$ cat src/rtl/mem_bus_pkg.sv
// Shared constants for the CPU memory-bus router: FSM encoding, wait-counter width and
// the default region map (RAM, CGA, BIOS).
package mem_bus_pkg;

  localparam int unsigned WAIT_W = 4;

  typedef enum logic [1:0] {
    StIdle   = 2'd0,
    StAccess = 2'd1,
    StDone   = 2'd2
  } state_e;

  localparam logic [19:0] RamBase  = 20'h00000;
  localparam logic [19:0] RamMask  = 20'hC0000;
  localparam logic [19:0] CgaBase  = 20'hB8000;
  localparam logic [19:0] CgaMask  = 20'hFE000;
  localparam logic [19:0] BiosBase = 20'hF0000;
  localparam logic [19:0] BiosMask = 20'hFE000;

endpackage

$ cat src/rtl/mem_region_decode.sv
// Combinational table-driven address decoder; the lowest-numbered matching enabled region wins.
module mem_region_decode
  import mem_bus_pkg::*;
#(
  parameter int unsigned ADDR_W = 20,
  parameter int unsigned NREG   = 4,
  parameter int unsigned IDX_W  = (NREG > 1) ? $clog2(NREG) : 1,
  parameter logic [NREG-1:0]        REG_EN   = '0,
  parameter logic [NREG*ADDR_W-1:0] REG_BASE = '0,
  parameter logic [NREG*ADDR_W-1:0] REG_MASK = '0,
  parameter logic [NREG*WAIT_W-1:0] REG_WAIT = '0,
  parameter logic [NREG-1:0]        REG_RO   = '0
) (
  input  logic [ADDR_W-1:0] addr_i,
  output logic              hit_o,
  output logic [IDX_W-1:0]  idx_o,
  output logic              ro_o,
  output logic [WAIT_W-1:0] wait_o
);

  // Scan from the top down so the lowest matching index overwrites the others.
  always_comb begin
    hit_o = 1'b0;
    idx_o = '0;
    for (int i = NREG - 1; i >= 0; i--) begin
      if (REG_EN[i] &&
          ((addr_i & REG_MASK[i*ADDR_W +: ADDR_W]) == REG_BASE[i*ADDR_W +: ADDR_W])) begin
        hit_o = 1'b1;
        idx_o = IDX_W'(i);
      end
    end
  end

  assign ro_o   = REG_RO[idx_o];
  assign wait_o = REG_WAIT[idx_o*WAIT_W +: WAIT_W];

endmodule

$ cat src/rtl/mem_bus_router.sv
// CPU-to-memory-region router with registered req/ready handshake, per-region wait states,
// write protection and bus-error reporting.
module mem_bus_router
  import mem_bus_pkg::*;
#(
  parameter int unsigned ADDR_W = 20,
  parameter int unsigned DATA_W = 8,
  parameter int unsigned NREG   = 4,
  parameter logic [NREG-1:0]        REG_EN   = 4'b0111,
  parameter logic [NREG*ADDR_W-1:0] REG_BASE = {20'h0, BiosBase, CgaBase, RamBase},
  parameter logic [NREG*ADDR_W-1:0] REG_MASK = {20'h0, BiosMask, CgaMask, RamMask},
  parameter logic [NREG*WAIT_W-1:0] REG_WAIT = {4'd0, 4'd0, 4'd1, 4'd0},
  parameter logic [NREG-1:0]        REG_RO   = 4'b0100
) (
  input  logic                   clock_i,
  input  logic                   reset_i,
  input  logic                   cpu_req_i,
  input  logic                   cpu_we_i,
  input  logic [ADDR_W-1:0]      cpu_address_i,
  input  logic [DATA_W-1:0]      cpu_wdata_i,
  output logic [DATA_W-1:0]      cpu_rdata_o,
  output logic                   cpu_ready_o,
  output logic [ADDR_W-1:0]      mem_address_o,
  output logic [DATA_W-1:0]      mem_wdata_o,
  output logic [NREG-1:0]        mem_sel_o,
  output logic [NREG-1:0]        mem_we_o,
  input  logic [NREG*DATA_W-1:0] mem_rdata_i,
  output logic                   bus_err_o,
  output logic [ADDR_W-1:0]      err_address_o
);

  localparam int unsigned IDX_W = (NREG > 1) ? $clog2(NREG) : 1;

  logic              hit;
  logic [IDX_W-1:0]  idx;
  logic              ro;
  logic [WAIT_W-1:0] wait_cycles;
  logic [NREG-1:0]   onehot;

  state_e            state_q;
  logic [WAIT_W-1:0] cnt_q;
  logic [IDX_W-1:0]  idx_q;
  logic              wr_q;

  mem_region_decode #(
    .ADDR_W   (ADDR_W),
    .NREG     (NREG),
    .IDX_W    (IDX_W),
    .REG_EN   (REG_EN),
    .REG_BASE (REG_BASE),
    .REG_MASK (REG_MASK),
    .REG_WAIT (REG_WAIT),
    .REG_RO   (REG_RO)
  ) u_decode (
    .addr_i (cpu_address_i),
    .hit_o  (hit),
    .idx_o  (idx),
    .ro_o   (ro),
    .wait_o (wait_cycles)
  );

  always_comb begin
    onehot      = '0;
    onehot[idx] = 1'b1;
  end

  always_ff @(posedge clock_i) begin
    if (reset_i) begin
      state_q       <= StIdle;
      cnt_q         <= '0;
      idx_q         <= '0;
      wr_q          <= 1'b0;
      cpu_rdata_o   <= '1;
      cpu_ready_o   <= 1'b0;
      mem_address_o <= '0;
      mem_wdata_o   <= '0;
      mem_sel_o     <= '0;
      mem_we_o      <= '0;
      bus_err_o     <= 1'b0;
      err_address_o <= '0;
    end else begin
      unique case (state_q)
        StIdle: begin
          if (cpu_req_i) begin
            if (hit) begin
              mem_address_o <= cpu_address_i;
              mem_wdata_o   <= cpu_wdata_i;
              mem_sel_o     <= onehot;
              mem_we_o      <= (cpu_we_i && !ro) ? onehot : '0;
              cnt_q         <= wait_cycles;
              idx_q         <= idx;
              wr_q          <= cpu_we_i;
              // Protected writes run the normal access timing but raise an error.
              if (cpu_we_i && ro) begin
                bus_err_o     <= 1'b1;
                err_address_o <= cpu_address_i;
              end
              state_q <= StAccess;
            end else begin
              cpu_rdata_o   <= '1;
              cpu_ready_o   <= 1'b1;
              bus_err_o     <= 1'b1;
              err_address_o <= cpu_address_i;
              state_q       <= StDone;
            end
          end
        end
        StAccess: begin
          mem_we_o  <= '0;
          bus_err_o <= 1'b0;
          if (cnt_q != '0) begin
            cnt_q <= cnt_q - 1'b1;
          end else begin
            cpu_rdata_o <= wr_q ? '1 : mem_rdata_i[idx_q*DATA_W +: DATA_W];
            cpu_ready_o <= 1'b1;
            mem_sel_o   <= '0;
            state_q     <= StDone;
          end
        end
        StDone: begin
          cpu_ready_o <= 1'b0;
          bus_err_o   <= 1'b0;
          state_q     <= StIdle;
        end
        default: state_q <= StIdle;
      endcase
    end
  end

endmodule

$ cat config.mk
export PLATFORM = sky130hd
export DESIGN_NAME = mem_bus_router
export DESIGN_NICKNAME = d
export VERILOG_FILES = /design/src/rtl/mem_bus_pkg.sv /design/src/rtl/mem_region_decode.sv /design/src/rtl/mem_bus_router.sv
export SDC_FILE = /design/constraint.sdc
export NUM_CORES = 1
export LEC_CHECK = 0
export ABC_AREA = 0
export BUFFER_PORTS_ARGS = -buffer_cell sky130_fd_sc_hd__buf_2
export CAP_MARGIN = 25
export CELL_PAD_IN_SITES_DETAIL_PLACEMENT = 1
export CELL_PAD_IN_SITES_GLOBAL_PLACEMENT = 1
export CORE_ASPECT_RATIO = 1.4
export CORE_MARGIN = 5
export CORE_UTILIZATION = 37
export DETAILED_ROUTE_END_ITERATION = 12
export PLACE_DENSITY_LB_ADDON = 0.1
export SYNTH_ARGS = -nofsm -noshare
export SYNTH_HDL_FRONTEND = slang
export SYNTH_SLANG_ARGS = --single-unit
$ cat constraint.sdc
create_clock -name clock_i -period 4.9 [get_ports clock_i]
set_input_delay 0.49 -clock clock_i [delete_from_list [all_inputs] [get_ports clock_i]]
set_output_delay 0.49 -clock clock_i [all_outputs]
set_load 0.05 [all_outputs]
# == After elaboration in Yosys (flattened, before gate mapping) ==
# Index checks and enable logic that the tools add are counted.
# totals
ff_bits,75
inputBits,64
output_inout_bits,66
wordCells,89
# classes
n_addsub,1
order_cmp,2
n_eq_ne,11
shifts,2
n_mux,41
reduce_logical,20
# op_table
operator,n
2-to-1 mux 20 bit,2
2-to-1 mux 4 bit,9
2-to-1 mux 8 bit,4
variable part select 32 x 6 -> 8 bit,1
one-hot mux 4 bit (2 select lines),3
logical NOT 20 bit,1
one-hot mux 8 bit (2 select lines),1
AND reduction 4 bit,4
"variable part select 16 x 5 -> 4 bit, first input constant",1
"equality test 7 bit, second input constant",2
2-to-1 mux 2 bit,6
AND reduction 3 bit,4
2-to-1 mux 1 bit,11
"inequality test 2 bit, second input constant",5
one-hot mux 2 bit (2 select lines),1
nonzero test 2 bit,2
nonzero test 4 bit,1
"subtractor 4 x 1 -> 4 bit, second input constant",1
logical AND 1 bit,3
"less-than comparator 2 x 3 -> 1 bit, second input constant",1
"inequality test 3 bit, second input constant",1
one-hot mux 1 bit (3 select lines),1
nonzero test 3 bit,1
binary-select mux 1 bit (select 2 bit),1
other kinds (10),10

# == Depth between registers and ports, before layout ==
# logic_depth
ltp_word,12
ltp_mapped,8
depth_no_buf,7

# == By module ==
# Synthesis repeated with hierarchy kept, for this count alone.
# hier_totals
hier_cells,401
area_unflattened_um2,3258.1
# by_module_without_submodules
mod,n_inst,cells_per_inst,area_per_inst_um2,seq_area_each_um2
mem_bus_router,1,388,3165.5,1501.4
mem_region_decode,1,13,92.6,0.0

# == Worst setup path before layout ==
# OpenSTA, ideal clock, no wires.
# synth_path
path_type,input to register
from,input port cpu_address_i[14]
to,register cnt_q[1]
t_arrival_ns,1.731
slack_ns,3.098
path_stages,5
n_path_buf,0
path_cell_list,and4bb_2 -> nand4b_4 -> a31o_2 -> or3_1 -> a21oi_1
# synth_via
elab_chain_len,8
elab_cells_between_ends,14
# synth_lines
item,line_no,rtl
start: declaration,mem_bus_router.sv:19,"input logic [ADDR_W-1:0] cpu_address_i,"
equality test 7 bit,mem_region_decode.sv:27,((addr_i & REG_MASK[i*ADDR_W +: ADDR_W]) == REG_BASE[i*ADDR_W +: ADDR_W])) begin
2-to-1 mux 2 bit (3 in a row),mem_region_decode.sv:26,if (REG_EN[i] &&
variable part select 16 x 5 -> 4 bit,mem_region_decode.sv:35,assign wait_o = REG_WAIT[idx_o*WAIT_W +: WAIT_W];
2-to-1 mux 4 bit,mem_bus_router.sv:85,if (hit) begin
2-to-1 mux 4 bit,mem_bus_router.sv:84,if (cpu_req_i) begin
one-hot mux 4 bit (2 select lines),mem_bus_router.sv:82,unique case (state_q)
end signal: assignment,mem_bus_router.sv:90,cnt_q <= wait_cycles;
end signal: assignment,mem_bus_router.sv:112,cnt_q <= cnt_q - 1'b1;
end: declaration,mem_bus_router.sv:41,logic [WAIT_W-1:0] cnt_q;
# Parallel ways exist; a longest one is shown, timed or not. The select of a mux whose other input is x is not followed.
# A chain may end at the register's enable or synchronous reset.

# == Worst setup path in the final report ==
# layout_path
from,input port cpu_address_i[14]
to,register err_address_o[16]
# layout_via
elab_chain_len,9
elab_cells_between_ends,14
# layout_lines
item,line_no,rtl
equality test 7 bit,mem_region_decode.sv:27,
2-to-1 mux 2 bit (3 in a row),mem_region_decode.sv:26,
binary-select mux 1 bit (select 2 bit),mem_region_decode.sv:34,assign ro_o = REG_RO[idx_o];
2-to-1 mux 1 bit (implied by the code),mem_region_decode.sv:34,
logical AND 1 bit,mem_bus_router.sv:94,if (cpu_we_i && ro) begin
inequality test 2 x 1 -> 1 bit (no source line),--,
AND reduction 3 bit (no source line),--,
end signal: assignment,mem_bus_router.sv:96,err_address_o <= cpu_address_i;
end signal: assignment,mem_bus_router.sv:103,err_address_o <= cpu_address_i;
end: declaration,mem_bus_router.sv:29,output logic [ADDR_W-1:0] err_address_o
# Parallel ways exist; a longest one is shown, timed or not. The select of a mux whose other input is x is not followed.

==> flow_summary.yaml <==
setup_path:
  crit_path_max_incr_delay_ns: 0.79
  rrSetupSlack_ns: 2.88
  cp-end-kind: "flip-flop"
  crit_family: "compound AO/OA/AOI/OAI gates"
  r2r-start: "cnt_q[0]"
  crit_chain: "buf_2 > and4bb_2 > nand4b_4 > o2111ai_2 > nand2_1 > a21oi_1"
  critPathArrivalTime_ns: 2.29
  r2r_cells: 6
  worstReg2RegEnd: "cpu_rdata_o[3]"
  crit_start: "cpu_address_i[14]"
  cp_slowest_cell: "o2111ai_2"
  critPathCapture: "err_address_o[16]"
  crit_type: "input port to flip-flop"
  required_ns: 5.15
  worst-path-stages: 6
  startpoint_type: "input port"
  crit_fanout: 20
  critPathBufInv: 1
grt:
  grt_use_met3: 0.05329
  busiest_layer: "met2"
  use_met1: 0.2028
  overflow: 0
  antenna_found_initial: 0
  grt_max_degree: 78
  grt_pass1_vias: 3235
  grt_pass1_wl_um: 15680
  grtUsageTotal: 0.1902
  gr-usage-met2: 0.3448
route:
  drt_iter0_markers: 145
  drt_wl_total_um: 9445
  vias_per_cell: 5.037
  drt_pass1_iterations: 4
  detail_route.wl_per_cell_um: 15.74
  vias: 3022
  final_antenna_net_count: 0
  remaining_drc_errors: 0
run_status:
  status: "completed"
sta:
  hold_slack_ns: 0.3950
  hold_viol: 0
  fin_skew_ns: 0.002237
  tightest_slew_ns: 0.9290
  slew-limit-headroom: 0.3807
  slew_violations: 0
  min_period_ns: 2.040
  rsz0062_at_grt: "no"
  fmaxAchievable_ghz: 0.4903
  fin_ws_ns: 2.860
  setup_viol: 0
  period_share: 0.4162
  tns_ns: 0
floorplanning:
  die_area_mm2: 0.01050
  num_rows: 40
  die_w_um: 88.04
  initial_core_util: 0.3729
  ios: 130
  core_mm2: 0.008458
  die_h_um: 119.3
clock_tree:
  cts.sink_count: 75
  numCtsBuffers: 9
  htreeDepth: 3
  cts_tree: "yes"
  clkSlewWorstSetupHoldPaths_ns: 0.05
  clk_latency_ns: 0.33
  cts-root-buf: "clkbuf_16"
  hold_buffers: 0
  cts_setup_buffers: 0
  cts_max_path_buffers: 2
  cts_resized: 0
logic_synthesis:
  yosys.area.top_type: "dfxtp_1"
  ys_seq_area_frac: 0.4760
  ys_seq_elements: 75
  synthTopCellsByCount: "109 x nand2_1, 75 x dfxtp_1, 59 x a21oi_1"
  syn_inst: 370
  ys_top_cells_by_area: "dfxtp_1 48%, nand2_1 13%, a21oi_1 9.4%, mux4_2 5.7%, mux2i_1 3.5%"
  yosysTopAreaCellShare: 0.4760
  netlist-cell-type-count: 39
  synth_area_mm2: 0.003154
  syn_nets: 440
  async_flop_share: 0
  syn_avg_cell_area_um2: 8.525
  yosysMostFrequentCell: "nand2_1"
  yosysWarnings: 0
  ys.flop_type: "dfxtp_1"
  synth_enable_flop_cells: 0
run:
  drv_cap: 0
layout:
  drive_gt1_frac: 0.3333
  antenna_cells: 0
  nNetsFinal: 560
  area_growth_pct: 32.57
  nFillCells: 1059
  fin_cells: 600
pwr:
  ir_drop_mv: 0.2159
  leakage_nw: 1.863
  powerDensity_mw_per_mm2: 377.4
hold_path:
  min_from: "cpu_wdata_i[2]"
  hold_path.class: "input port to flip-flop"
place:
  io_buffers: 129
  dp.cells: 584
  pre_cts_ws_ns: 2.445
  dp_hpwl_um: 6855
  gp_congestion: 0.7536
-- routing by layer --
metal,vias to the layer above,wire (um)
met5,-,0
met4,0,213
met3,17,503
met2,68,5109
met1,1454,3619
li1,1483,-
-- worst register-to-register path, delay by kind of cell (launching register included) --
family	cells	cell delay, ns
buf+inv	1	0.08
simple gates	3	1.15
fa+ha+maj	1	0.13
flops	1	0.33
mux	1	0.25
-- cells in the final DEF (no fill, tap or decap), drive strengths merged --
master   instances
a211oi           1
a21o             1
a21oi           60
a221oi           1
a22oi            1
a31o             2
a31oi            1
a32oi            2
and2             3
and3             1
and3b            2
and4bb           1
buf            132
bufinv           1
clkbuf          10
clkinv           5
dfxtp           75
ha               6
inv              8
mux2             1
mux2i           11
mux4             8
nand2          109
nand2b           1
nand4b           1
nor2            28
nor2b            2
nor3             2
nor3b            1
nor4             2
o2111a           1
o2111ai          1
o21a             1
o21ai            7
o21bai           1
or3              4
or3b             1
-- kinds of logic (layout without fill, tap and decap cells) --
group / Yosys count / count (layout) / share of synthesized area
buffers and inverters: 31 / 156 / 0.04007
AOI/OAI and AO/OA: 80 / 80 / 0.1468
adders and majority gates: 6 / 6 / 0.02380
DFF: 75 / 75 / 0.4760
and+or+nand+nor: 158 / 158 / 0.2178
muxes: 20 / 20 / 0.09560
-- power by group --
part,total (mW),switching (mW),leakage [nW],internal [mW]
Sequential,0.655,0.0166,0.610,0.638
Combinational,0.274,0.190,1.10,0.0846
Clock,0.649,0.245,0.152,0.403
Total,1.58,0.452,1.86,1.13
-- how the worst min path moves through the flow --
| stage | endpoint | slack, ns | depth (start not counted) |
|---|---|---|---|
| 3_3_place_gp | err_address_o[19] | 0.44 | 2 |
| 5_1_grt | mem_wdata_o[2] | 0.39 | 3 |
| 3_5_place_dp | wr_q | 0.45 | 2 |
| 6_report | mem_wdata_o[2] | 0.39 | 3 |
| 2_1_floorplan | wr_q | 0.43 | 2 |
| 4_1_cts | mem_wdata_o[2] | 0.39 | 3 |
-- layout make-up --
class | instances | area, um^2 | share of cell area
clock buffers | 10 | 239.0 | 0.05715
clock inverters | 6 | 55.05 | 0.01317
inverters | 8 | 30.03 | 0.007181
multi-input cells | 264 | 1536 | 0.3674
flip-flops and latches | 75 | 1501 | 0.3591
well taps | 105 | 131.4 | 0.03142
repair buffers | 132 | 688.2 | 0.1646
-- through the flow --
step	cell area [um^2]	utilization	power, mW
after global routing	4182	0.4944	1.649
after floorplan	3154	-	0.8578
after detailed placement	3887	0.4596	0.9462
final	4182	0.4944	1.578
after global placement	3860	0.4564	0.9363
after CTS	4182	0.4944	1.599
-- sequential cells by signal, indices dropped and copies added, names as in the netlist --
| name | count |
|---|---|
| err_address_o | 20 |
| mem_address_o | 20 |
| cpu_rdata_o | 8 |
| mem_wdata_o | 8 |
| cnt_q | 4 |
| mem_sel_o | 4 |
| mem_we_o | 4 |
| idx_q | 2 |
| state_q | 2 |
| bus_err_o | 1 |
| cpu_ready_o | 1 |
| wr_q | 1 |
Note: power is estimated with default switching activity, not from simulation.
